$ cat src/rtl/hcsr04_echo_responder.sv
// HC-SR04 sensor emulator: answers a trig pulse with an echo whose width encodes distance_cm.
// Timing is derived from a us prescaler that restarts on every FSM state change.
module hcsr04_echo_responder #(
    parameter int unsigned CLK_PER_US    = 50,
    parameter int unsigned TRIG_MIN_US   = 10,
    parameter int unsigned ECHO_DELAY_US = 250,
    parameter int unsigned US_PER_CM     = 58,
    parameter int unsigned MAX_CM        = 400,
    parameter int unsigned TIMEOUT_US    = 38000,
    parameter int unsigned HOLDOFF_US    = 1000
) (
    input  logic       clk,
    input  logic       reset_n,
    input  logic       trig,
    input  logic       enable,
    input  logic [9:0] distance_cm,
    output logic       echo,
    output logic       busy,
    output logic       trig_err,
    output logic [7:0] meas_count
);

    localparam int unsigned PW = (CLK_PER_US > 1) ? $clog2(CLK_PER_US) : 1;
    localparam logic [PW-1:0] PRESC_LAST = PW'(CLK_PER_US - 1);
    localparam logic [16:0] TRIG_MIN    = 17'(TRIG_MIN_US);
    localparam logic [15:0] DELAY_LEN   = 16'(ECHO_DELAY_US);
    localparam logic [15:0] HOLDOFF_LEN = 16'(HOLDOFF_US);
    localparam logic [15:0] TIMEOUT_LEN = 16'(TIMEOUT_US);
    localparam logic [15:0] CM_SCALE    = 16'(US_PER_CM);
    localparam logic [9:0]  MAX_DIST    = 10'(MAX_CM);

    typedef enum logic [2:0] {
        StIdle,
        StTrigHi,
        StDelay,
        StEcho,
        StHoldoff
    } state_e;

    state_e state_q, state_d;

    logic          trig_s1, trig_s2, trig_prev;
    logic          rise_q, fall_q;
    logic [PW-1:0] presc_q;
    logic [15:0]   us_cnt_q;
    logic [15:0]   width_q;
    logic          echo_q, trig_err_q;
    logic [7:0]    meas_count_q;

    logic          us_tick;
    logic [16:0]   us_elapsed;
    logic          trig_ok;
    logic [15:0]   state_len;
    logic          timer_done;
    logic          dist_in_range;
    logic [15:0]   dist_width;
    logic          latch_en, err_set, meas_inc;

    // Two-flop synchroniser followed by a registered edge detector.
    always_ff @(posedge clk or negedge reset_n) begin
        if (!reset_n) begin
            trig_s1   <= 1'b0;
            trig_s2   <= 1'b0;
            trig_prev <= 1'b0;
            rise_q    <= 1'b0;
            fall_q    <= 1'b0;
        end else begin
            trig_s1   <= trig;
            trig_s2   <= trig_s1;
            trig_prev <= trig_s2;
            rise_q    <= trig_s2 & ~trig_prev;
            fall_q    <= ~trig_s2 & trig_prev;
        end
    end

    assign us_tick = (presc_q == PRESC_LAST);

    // Elapsed us including a tick that lands on this cycle, so a trig of exactly
    // TRIG_MIN_US is accepted.
    assign us_elapsed = {1'b0, us_cnt_q} + 17'(us_tick);
    assign trig_ok    = (us_elapsed >= TRIG_MIN);

    always_comb begin
        state_len = 16'd0;
        case (state_q)
            StDelay:   state_len = DELAY_LEN;
            StEcho:    state_len = width_q;
            StHoldoff: state_len = HOLDOFF_LEN;
            default:   state_len = 16'd0;
        endcase
    end

    assign timer_done = us_tick && (us_cnt_q == state_len - 16'd1);

    assign dist_in_range = (distance_cm != 10'd0) && (distance_cm <= MAX_DIST);
    assign dist_width    = dist_in_range ? ({6'd0, distance_cm} * CM_SCALE) : TIMEOUT_LEN;

    always_comb begin
        state_d  = state_q;
        latch_en = 1'b0;
        err_set  = 1'b0;
        meas_inc = 1'b0;
        case (state_q)
            StIdle: begin
                if (rise_q && enable) state_d = StTrigHi;
            end
            StTrigHi: begin
                if (fall_q) begin
                    if (trig_ok) begin
                        state_d  = StDelay;
                        latch_en = 1'b1;
                    end else begin
                        state_d = StIdle;
                        err_set = 1'b1;
                    end
                end
            end
            StDelay: begin
                if (timer_done) state_d = StEcho;
            end
            StEcho: begin
                if (timer_done) begin
                    state_d  = StHoldoff;
                    meas_inc = 1'b1;
                end
            end
            StHoldoff: begin
                if (timer_done) state_d = StIdle;
            end
            default: state_d = StIdle;
        endcase
    end

    always_ff @(posedge clk or negedge reset_n) begin
        if (!reset_n) begin
            state_q      <= StIdle;
            presc_q      <= '0;
            us_cnt_q     <= 16'd0;
            width_q      <= 16'd0;
            echo_q       <= 1'b0;
            trig_err_q   <= 1'b0;
            meas_count_q <= 8'd0;
        end else begin
            state_q <= state_d;
            if (state_d != state_q) begin
                presc_q  <= '0;
                us_cnt_q <= 16'd0;
            end else if (us_tick) begin
                presc_q <= '0;
                // Saturate so a trig held high forever cannot wrap the count.
                if (us_cnt_q != 16'hffff) us_cnt_q <= us_cnt_q + 16'd1;
            end else begin
                presc_q <= presc_q + PW'(1);
            end
            if (latch_en) width_q <= dist_width;
            echo_q     <= (state_d == StEcho);
            trig_err_q <= err_set;
            if (meas_inc) meas_count_q <= meas_count_q + 8'd1;
        end
    end

    assign echo       = echo_q;
    assign busy       = (state_q != StIdle);
    assign trig_err   = trig_err_q;
    assign meas_count = meas_count_q;

endmodule
$ cat config.mk
export PLATFORM = sky130hd
export DESIGN_NAME = hcsr04_echo_responder
export DESIGN_NICKNAME = d
export VERILOG_FILES = /design/src/rtl/hcsr04_echo_responder.sv
export SDC_FILE = /design/constraint.sdc
export NUM_CORES = 1
export LEC_CHECK = 0
export ABC_AREA = 1
export ABC_CLOCK_PERIOD_IN_PS = 3300
export CORE_MARGIN = 3
export CORE_UTILIZATION = 25
export CTS_CLUSTER_SIZE = 40
export DETAILED_ROUTE_END_ITERATION = 10
export PLACE_DENSITY_LB_ADDON = 0.25
export SETUP_SLACK_MARGIN = 0.3
export SYNTH_ARGS = -nofsm -noshare
export SYNTH_HDL_FRONTEND = slang
export SYNTH_SLANG_ARGS = --single-unit
$ cat constraint.sdc
create_clock -name clk -period 3.3 [get_ports clk]
set_clock_uncertainty 0.05 [all_clocks]
set_input_delay 0.33 -clock clk [delete_from_list [all_inputs] [get_ports clk]]
set_output_delay 0.33 -clock clk [all_outputs]
set_load 0.03 [all_outputs]
### Word level (Yosys, flattened, before mapping)

Cells that the tools add are included.

| word-level totals | value |
|---|---|
| register bits | 56 |
| input bits | 14 |
| output and inout port bits | 11 |
| logic and storage cells | 64 |

| operators by class | value |
|---|---|
| $add $sub $neg | 5 |
| multiply operators | 1 |
| order comparisons | 2 |
| equal/unequal tests | 9 |
| muxes and demuxes | 22 |
| bitwise logic cells | 4 |
| reduce and logical (&&, ||, !) cells | 9 |

Operators with widths:

| cell | number |
|---|---|
| $mux W16 | 4 |
| $pmux W16 S3 | 1 |
| $add A16 B1 Y17 | 1 |
| $ge A17 B4 Y1 const B | 1 |
| $add A16 B1 Y16 const B | 1 |
| $eq A16 B16 Y1 | 1 |
| $ne A16 B16 Y1 const B | 1 |
| $sub A16 B1 Y16 const B | 1 |
| $mul A10 B5 Y15 const B | 1 |
| $mux W3 | 5 |
| $pmux W3 S5 | 1 |
| $mux W6 | 2 |
| $le A10 B9 Y1 const B | 1 |
| $reduce_bool A10 Y1 | 1 |
| $eq A3 B2 Y1 const B | 3 |
| $add A8 B1 Y8 const B | 1 |
| $mux W1 | 8 |
| $add A6 B1 Y6 const B | 1 |
| $eq A6 B6 Y1 const B | 1 |
| $reduce_bool A2 Y1 | 2 |
| $eq A3 B1 Y1 const B | 1 |
| $eq A3 B3 Y1 const B | 1 |
| $logic_and A1 B1 Y1 | 3 |
| $logic_not A3 Y1 | 1 |
| other kinds (6) | 8 |

### Logic depth before layout (Yosys ltp)

Gate-level depths: netlist of the first run.

| depth | value |
|---|---|
| depth after elaboration | 10 |
| mapped depth | 25 |
| gate-level depth less buffers | 23 |

### Worst setup path before layout of the first run

No wires, ideal clock.

| path | value |
|---|---|
| path type | in2reg |
| start | input distance_cm[1] |
| end | register width_q[15] |
| library setup time | 0.077 ns |
| data arrival time | 3.198 ns |
| data required time | 3.173 ns |
| slack | -0.025 ns |
| cell stages on the path | 18 |
| buffers on the path | 0 |
| cells stage by stage | fa_1 ha_1 inv_1 fa_1 inv_1 ha_1 a21oi_1 nand2_1 nand2_1 o211ai_1 a21oi_1 o21bai_1 nand2_1 inv_1 nor2_1 o21bai_1 or2_2 a21oi_1 |

| on the way | value |
|---|---|
| cells in the longest elaborated chain, start to end | 3 |
| elaborated cells between the ends (all ways) | 5 |
| classes of those cells | mul: 1; order compare: 1; mux: 1; reduce/logical: 2 |

RTL lines:

| what | line | source |
|---|---|---|
| start, declared | 16 | `input logic [9:0] distance_cm,` |
| parallel branches: the longest is 2 deep, another holds $mul A10 B5 Y15 | n/a |  |
| $mux W16 * | 96 | `assign dist_width = dist_in_range ? ({6'd0, distance_cm} * CM_SCALE) : TIMEOUT_LEN;` |
| end signal, assigned | 155 | `if (latch_en) width_q <= dist_width;` |
| end, declared | 46 | `logic [15:0] width_q;` |

Mark *: on every way between the ends.
A chain may end at the register's enable or synchronous reset.

### Final worst setup path of the first run

| path | value |
|---|---|
| start | register presc_q[1] |
| end | register us_cnt_q[11] |

| on the way | value |
|---|---|
| cells in the longest elaborated chain, start to end | 9 |
| elaborated cells between the ends (all ways) | 15 |
| classes of those cells | add/sub: 1; order compare: 1; eq/ne: 2; mux: 7; reduce/logical: 4 |

RTL lines:

| what | line | source |
|---|---|---|
| start, declared | 44 | `logic [PW-1:0] presc_q;` |
| start signal, assigned | 153 | `presc_q <= presc_q + PW'(1);` |
| $eq A6 B6 Y1 * | 76 | `assign us_tick = (presc_q == PRESC_LAST);` |
| $add A16 B1 Y17 | 80 | `assign us_elapsed = {1'b0, us_cnt_q} + 17'(us_tick);` |
| $ge A17 B4 Y1 | 81 | `assign trig_ok = (us_elapsed >= TRIG_MIN);` |
| $mux W2 | 109 | `if (trig_ok) begin` |
| $mux W3 | 108 | `if (fall_q) begin` |
| $pmux W3 S5 | 103 | `case (state_q)` |
| $ne A3 B3 Y1 | 145 | `if (state_d != state_q) begin` |
| $reduce_bool A2 Y1 (no source line) | n/a |  |
| $reduce_and A2 Y1 (no source line) | n/a |  |
| end signal, assigned | 151 | `if (us_cnt_q != 16'hffff) us_cnt_q <= us_cnt_q + 16'd1;` |
| end, declared | 45 | `logic [15:0] us_cnt_q;` |

Mark *: on every way between the ends. The rest lies on a longest branch, timed or not.

==> flow_metrics.tcl, run 1 <==
set metrics [dict create \
    rows 52 \
    seq_area_frac_synth_pct 26.3 \
    gp_congestion 0.864 \
    dieArea_sq_mm 0.0227 \
    drt_pass1_iterations 4 \
    p_switching_uw 796 \
    crit_type "register to register" \
    synth_edf_count 0 \
    cp_cell_sequence "inv_1 -> ha_2 -> nand2_2 -> nor3_4 -> ha_2 -> ha_4 -> nand3_4 -> nor3_4 -> nand2_2 -> xor2_1 -> a21oi_1 -> nand3_1 -> nor2_2 -> nand2_2 -> nand2_4 -> inv_4 -> nor2_4 -> nand3_2 -> nand2_4 -> nor2_4 -> buf_12 -> clkbuf_16 -> nand4_1 -> nand2_1" \
    seq_power_share_pct 31.5 \
    fp.dieH_microns 151 \
    ys_seq_elements 55 \
    wl_microns 13400 \
    start_util_pct 25.7 \
    finalCritPeriodShare_pct 97.5 \
    yosys_warnings 0 \
    via_count 4700 \
    drive_gt1_share_pct 28.0 \
    avgSynthCellArea_sq_um 7.33 \
    finalSetupViolations 0 \
    drt-initial-drc-count 223 \
    wl_per_cell_microns 12.3 \
    yosysTopAreaCellShare_pct 26.3 \
    slew_headroom_pct 33.3 \
    hp-class "primary input to async pin" \
    antenna_found_initial 0 \
    cts_hold_buf 0 \
    nets 890 \
    worstPathRequired_ns 3.46 \
    arrival_ns 3.37 \
    path_common_cell "nand2_2" \
    p_int_mw 1.55 \
    slew_viol_final 0 \
    crit_slowest_cell "dfrtp_1" \
    portBuffers 24 \
    clock_latency_ns 0.31 \
    clkSlewWorstSetupHoldPaths_ns 0.08 \
    ys.flop_type "dfrtp_1" \
    end_kind "register" \
    vdd_ir_drop_max_uv 176 \
    drv_cap 0 \
    p_per_area_mw_per_mm2 328 \
    critPathMaxStageDelay_ns 0.38 \
    cts_max_level 2 \
    grt_util_all_layers_pct 11.7 \
    synth_area_leader_cell "dfrtp_1" \
    finish.utilization_pct 35.1 \
    ys_types 38 \
    max_freq_mhz 311 \
    yosysMostFrequentCell "nand2_1" \
    avgViaCountPerCell 4.33 \
    die_w_microns 151 \
    areaGrowthSynthToFinish_pct 36.7 \
    finalHoldViolations 0 \
    cts_buffers 5 \
    cts_tree "yes" \
    num_io_pins 25 \
    status "complete, no violations" \
    tightest_slew_ns 1.00 \
    synthCells 715 \
    async_flop_share_pct 100 \
    switching_share_pct 33.9 \
    ant_nets 0 \
    synthesis.nets 791 \
    total_power_mw 2.35 \
    p_clk_share_pct 23.9 \
    period_needed_ns 3.22 \
    grt_pass1_wl_microns 21600 \
    netlist_area_sq_mm 0.00524 \
    drc 0 \
    grt_pass1_vias 4449 \
    synthTopCellsByArea "dfrtp_1, nand2_1, ha_1" \
    path_max_fanout 7 \
    n_antenna_cell 0 \
    rsz0062_at_grt "true" \
    overflow 0 \
    leakage_nw 3.67 \
    cts_sinks 55 \
    grt_max_degree 43 \
    ctsLongestPathBuffers 2 \
    critPathLaunchType "register" \
    core_area_sq_mm 0.0204 \
    hpwl_microns 9920 \
    synth_commonest_cells "nand2_1, inv_1, dfrtp_1" \
    p_comb_share_pct 44.6 \
    cts_root_buffer "clkbuf_16" \
]
==> timing repair <==
| item | in CTS | in global routing |
|---|---|---|
| resized for setup | 70 | 92 |
| buffers inserted | 13 | 16 |
| pin swaps | 36 | 43 |
| setup endpoints to repair | 39 | 45 |
| gates cloned | 1 | 4 |
==> cell usage in the layout (no fill, tap or decap), types with 2 or more instances in the layout <==
cell type	n
o21ai_2	6
fa_1	14
xor2_1	41
a21oi_1	12
nand2_1	151
o21ai_1	8
inv_2	13
inv_6	2
nor3_1	7
dfrtp_1	54
inv_1	104
nor3_4	4
nand3_4	3
clkdlybuf4s50_1	15
nand2_4	5
xnor2_1	9
nand4_1	41
nand2_2	16
o21bai_1	3
clkbuf_16	9
nor2_2	9
buf_4	73
nor2_1	36
ha_1	36
nor2_4	20
ha_2	2
nor3_2	7
nand3_2	9
buf_6	9
a21oi_2	8
o21ai_0	7
ha_4	9
buf_2	4
nand3_1	44
buf_12	4
==> critical path: cells and delay by family, from the launching register on <==
family	cells	cell delay (ns)
flip-flops	1	0.38
buffers and inverters	4	0.41
AO/OA/AOI/OAI	1	0.12
XOR/XNOR	1	0.16
AND/OR/NAND/NOR	15	1.41
adder cells (fa/ha/maj)	3	0.54
==> state kept, by name (all words and copies together), names as in the netlist, 3 cells and up <==
register,flops
state_q,3
presc_q,6
us_cnt_q,16
meas_count,8
width_q,15
==> metrics by stage <==
stage | std cells | TNS (ns) | cell area, sq um | hold slack, ns | worst slack, ns
global placement | 1043 | -2.69 | 6250 | 0.282 | -0.611
floorplan | 715 | 0 | 5390 | -0.0156 | 0.125
global route | 1085 | -2.37 | 7160 | 0.238 | -0.152
detailed placement | 1043 | -2.98 | 6250 | 0.291 | -0.673
finish | 1085 | 0 | 7160 | 0.138 | 0.0810
CTS | 1065 | 0 | 6640 | 0.188 | 0.114
==> layout make-up <==
class                      instances  area, sq um
clock buffer                       5          125
clock inverter                     3         22.5
fill                            2159        13300
inverter                         119          454
multi-input combinational        521         3800
sequential                        55         1380
tap                              270          338
timing repair buffer             112         1050
==> path summary, 6_finish.rpt <==
kind / from / to / slack, ns / cells past startpoint
worst max-delay path: presc_q[1] / us_cnt_q[11] / 0.08 / 24
worst min-delay path: reset_n / presc_q[3] / 0.14 / 1
worst max register to register: presc_q[1] / us_cnt_q[11] / 0.08 / 24
worst min register to register: trig_s1 / trig_s2 / 0.31 / 0
max in group asynchronous: reset_n / state_q[2] / 2.28 / 2
min in group clk: trig_s1 / trig_s2 / 0.31 / 0
==> layer usage <==
layer,up-vias,GRT usage (%),routed length [microns],share of wire [%]
li1,2476,-,-,-
met1,2157,16.0,6460,48
met2,54,19.1,6300,47
met3,13,1.74,322,2.4
met4,0,3.40,263,2.0
met5,-,0,0,0
==> logic make-up (layout without fill, tap and decap cells) <==
kind of cell    count (synthesis)  count (layout)  synth area share, %
compound gates                 50              50                 5.28
xor+xnor                       50              50                 8.36
fa+ha+maj                      62              62                 16.9
buf+inv                       139             239                 11.0
flops                          55              55                 26.3
simple gates                  359             359                 32.1
==> power groups by stage <==
stage	combinational (mW)	clock [mW]	sequential (mW)
3_3_place_gp	0.835	0	0.753
6_report	1.05	0.561	0.740
4_1_cts	0.929	0.590	0.739
3_5_place_dp	0.833	0	0.754
5_1_grt	1.18	0.609	0.745
2_1_floorplan	0.527	0	0.752
No activity file was read; power rests on OpenSTA's default activity.
==> run 2, diff against run 1 <==
- GPL_ROUTABILITY_DRIVEN: unset -> 1
==> results of run 2 <==
The final DEF is identical to that of run 1; final timing and power are the same.
==> RTL edit 1, RTL diff (flow settings as in run 1) <==
`CLK_PER_US`: 50 -> 25.
--- a/src/rtl/hcsr04_echo_responder.sv
+++ b/src/rtl/hcsr04_echo_responder.sv
@@ -3,3 +3,3 @@
 module hcsr04_echo_responder #(
-    parameter int unsigned CLK_PER_US    = 50,
+    parameter int unsigned CLK_PER_US    = 25,
     parameter int unsigned TRIG_MIN_US   = 10,
Function: no difference found for any inputs over 10 cycles, from zero or initial values and one cycle with reset_n low; that may be too few to reach the edited logic, so the function may still have changed.
==> RTL edit 1 against run 1 <==
- wire length fell by 1.8%
- first-iteration DRC count fell by 7.6%
- total power rose by 0.50%
- non-clock buffer count rose by 5
- final area fell by 2.9%
- cell count fell by 4.7%
- sequential share of layout area rose by 0.23 points
- worst setup slack improved by 0.10 ns
- utilization barely moved
- area after synthesis fell by 2.0%
- die area fell by 1.9%
- count of clock-buffer cells in the layout did not move
- sequential cell count fell by 1
==> RTL edit 1: results (changes against run 1) <==
Outcome
  • Status: completed

Logic synthesis
  • Unique masters post-synth: 39 (+2.6%)
  • Mux contribution to synthesized area: 0.00219 (+0.00219)
  • Post-synthesis async set-or-reset flop share: 1.00 (unchanged)
  • Xor/xnor share of the synthesized area: 0.0835 (about the same)
  • Synth Area in Adders: 0.173 (+0.00338)
  • Syn Inst Count: 663 (-7.3%)
  • Synth Area in Compound Gates: 0.0570 (+0.00422)
  • Yosys warns: 0 (unchanged)
  • Commonest cells in the netlist: nand2_1, inv_1, dfrtp_1, ha_1
  • Seq/Total Area, Yosys: 0.263 (+0.000373)
  • Syn nets: 739 (-6.6%)
  • Synth area leaders: dfrtp_1, ha_1, nand2_1
  • Seq cells post-synth: 54 (-1.8%)

Drt
  • 1st-iter DRT viols: 206 (-7.6%)
  • Wire length per cell: 12.7 µm (+3.1%)
  • DRT Wirelength: 13.1 mm (-1.8%)
  • Drt pass-1 iters: 4 (unchanged)
  • Residual DRC: 0 (unchanged)
  • DR vias: 4,474 (-4.8%)

Layout
  • Share of layout cells above drive strength 1: 0.319 (+0.0388)
  • Max reg flops: 16 (unchanged)
  • Ant. Diodes: 0 (unchanged)
  • Most flop-heavy register: us_cnt_q
  • Nets: 844 (-5.2%)

Power and ir drop
  • Leak: 0.00352 µW (-4.0%)
  • Peak VDD IR: 235 µV (+33%)

Worst setup path
  • R2r startpoint: state_q[2]
  • Setup crit start: distance_cm[4]
  • Crit path DAT: 3.26 ns (-0.11 ns)
  • Setup slack, reg-to-reg: 0.39 ns (+0.31 ns)
  • Critical Path Fanout Max: 3 (-4)
  • Critical-path top delay cell: fa_1
  • Worst path max stage delay: 0.49 ns (+0.11 ns)
  • Top delay family on crit path: adder cells

Place
  • DP HPWL: 9.83 mm (-0.90%)
  • GPL Wtd Cong: 0.879 (+1.7%)
  • DP Cell Count: 984 (-5.7%)
  • PortBufs: 24 (unchanged)

Min path
  • Min-Delay Path Class: in -> async

Clocking
  • H-tree depth: 2 (unchanged)
  • CTS Root Buffer Type: clkbuf_16
  • Clock slew at reported path FFs: 0.08 ns (about the same)
  • CTS buffer count: 5 (unchanged)
  • Skew-Pair Late Insertion Delay: 0.31 ns (about the same)
  • Max Root-Sink Buffers: 2 (unchanged)

GRT
  • First-pass GRT wire length: 21.3 mm (-1.6%)
  • Initial antenna violation count: 0 (unchanged)
  • GRT Util Overall: 0.116 (-0.000819)
  • Largest net degree at the start of global routing: 42 (-2.3%)
  • Number of global-route vias before repair: 4,361 (-2.0%)

STA
  • Slew headroom: 0.374 (+0.0412)
[RTL edit 1: cell count changes after synthesis, moves of 5 or more]
cell and delta:
a21oi_1 +5, inv_1 -7, nand2_1 -52, nand2_4 +5, nand3_1 -6, nor2_1 -7
[RTL edit 1: routing by layer]
layer | global-route usage | share of wire | wire (µm)
met1 | 0.165 | 0.48 | 6310
met2 | 0.185 | 0.47 | 6220
met3 | 0.0179 | 0.029 | 374
met4 | 0.0284 | 0.016 | 208
met5 | 0 | 0 | 0
[RTL edit 1: stage by stage]
stage	instance area, µm²	power [µW]	hold slack [ns]	setup WS [ns]	TNS, ns
finish	6960	2360	0.108	0.182	0
floorplan	5240	1250	-0.0156	0.140	0
CTS	6470	2230	0.141	0.182	0
global placement	6080	1540	0.287	-0.573	-2.53
detailed placement	6080	1540	0.289	-0.602	-2.77
global route	6960	2530	0.178	-0.0215	-0.0215
[RTL edit 1: final timing paths]
kind	endpoint	cells past startpoint
worst min-delay path	presc_q[3]	1
max in group asynchronous	us_cnt_q[12]	2
worst min register to register	trig_s2	0
worst max-delay path	width_q[14]	21
worst max register to register	presc_q[0]	16
min in group clk	trig_s2	0
[RTL edit 1: cell type report]
class                           instances  area [µm²]
Timing Repair Buffer                  117         992
Multi-Input combinational cell        475        3680
Tap cell                              265         332
Clock buffer                            5         125
Clock inverter                          3        28.8
Inverter                              115         445
Sequential cell                        54        1350
Fill cell                            2097       12900
[RTL edit 1: power by group]
part / switching (µW) / internal (µW)
sequential: 16.2 / 681
combinational: 529 / 565
clock: 277 / 292
total: 822 / 1540
[RTL edit 1: repair_timing]
item,CTS,global route
resized for setup,69,70
setup buffers,15,25
cloned,0,2
endpoints found under the setup margin,38,41
pin swaps,34,45
==> RTL edit 2, RTL diff (flow settings as in run 1) <==
Without the edit above. Reset style: synchronous (`reset_n`), changed in 2 clocked blocks.
--- a/src/rtl/hcsr04_echo_responder.sv
+++ b/src/rtl/hcsr04_echo_responder.sv
@@ -59,3 +59,3 @@
     // Two-flop synchroniser followed by a registered edge detector.
-    always_ff @(posedge clk or negedge reset_n) begin
+    always_ff @(posedge clk) begin
         if (!reset_n) begin
@@ -133,3 +133,3 @@
 
-    always_ff @(posedge clk or negedge reset_n) begin
+    always_ff @(posedge clk) begin
         if (!reset_n) begin
Check against the original RTL: differs if reset_n is asserted again (counterexample within 10 cycles, from zero or initial values and one cycle with reset_n low); with reset_n held inactive, the same outputs for 10 cycles.
==> RTL edit 2 against run 1 <==
- total power fell by 12%
- area after synthesis decreased by 2.1%
- worst setup slack better by 0.18 ns
- final area shrank 6.9%
- synthesized cell count up 2.5%
- non-clock buffer count decreased by 26
- count of clock-buffer cells in the layout is the same
- fmax rose by 5.9%
- sequential cell count stayed put
- critical path type is now in -> reg
- utilization fell by 1.5 points
- wire length fell by 5.6%
==> RTL edit 2: results (changes against run 1) <==
STA
  • Slew headroom: 0.631 (+0.298)

GRT
  • First-pass GRT wire length: 20.8 mm (-3.9%)
  • Met3 Usage GRT: 0.0167 (-0.000643)
  • Number of global-route vias before repair: 4,387 (-1.4%)
  • GRT Util Overall: 0.113 (-0.00330)

Clocking
  • CTS resizes: 65 (-7.1%)
  • Post CTS Setup Buffer Count: 4 (-9)

Drt
  • Metal2 WL: 5.78 mm (-8.3%)
  • Via/cell ratio: 4.28 (-1.3%)
  • Met3 wire len: 258 µm (-20%)
  • Wire length per cell: 11.7 µm (-5.2%)
  • 1st-iter DRT viols: 180 (-19%)

Layout
  • Area occupied by multi-input gates: 0.00382 mm² (+0.63%)
  • Share of layout cells above drive strength 1: 0.260 (-0.0196)
  • Clock buf/inv share: 0.0227 (+0.00209)
  • Sequential share of cell area: 0.166 (-0.0259)

Logic synthesis
  • Syn nets: 809 (+2.3%)
  • Synth area leader: dfxtp_1
  • Synth area leaders: dfxtp_1, ha_1, nand2_1
  • Synth Area in Compound Gates: 0.0685 (+0.0157)

Worst setup path
  • Top delay family on crit path: adder cells
  • Setup crit start: distance_cm[2]
  • R2r startpoint: presc_q[1]
  • Crit path DAT: 3.18 ns (-0.19 ns)
  • Worst path max stage delay: 0.48 ns (+0.10 ns)

Outcome
  • Status: completed

Min path
  • Min-Delay Path Class: in -> reg

Place
  • DP Cell Count: 1,060 (+1.6%)
  • DP HPWL: 9.95 mm (+0.33%)

Power and ir drop
  • Leak: 0.00311 µW (-15%)
## RTL edit 2: per-stage QoR
step / cell area [µm²] / TNS [ns] / worst slack, ns / total power [µW]
after CTS: 6330 / 0 / 0.197 / 2000
after floorplan: 5200 / 0 / 0.0986 / 1120
after detailed placement: 6070 / -3.49 / -0.615 / 1360
after global routing: 6670 / 0 / 0.0460 / 2220
after global placement: 6070 / -3.24 / -0.561 / 1360
final: 6670 / 0 / 0.260 / 2060
## RTL edit 2: worst paths after layout
| check | end | slack (ns) | cells after the start |
|---|---|---|---|
| max | width_q[15] | 0.26 | 17 |
| min | width_q[2] | 0.36 | 4 |
| min reg2reg | fall_q | 0.36 | 1 |
| max reg2reg | us_cnt_q[10] | 0.33 | 21 |
## RTL edit 2: power by group
| group | internal [µW] | total (µW) | switching (µW) |
|---|---|---|---|
| clock | 289 | 554 | 265 |
| sequential | 670 | 675 | 4.81 |
| combinational | 434 | 829 | 395 |
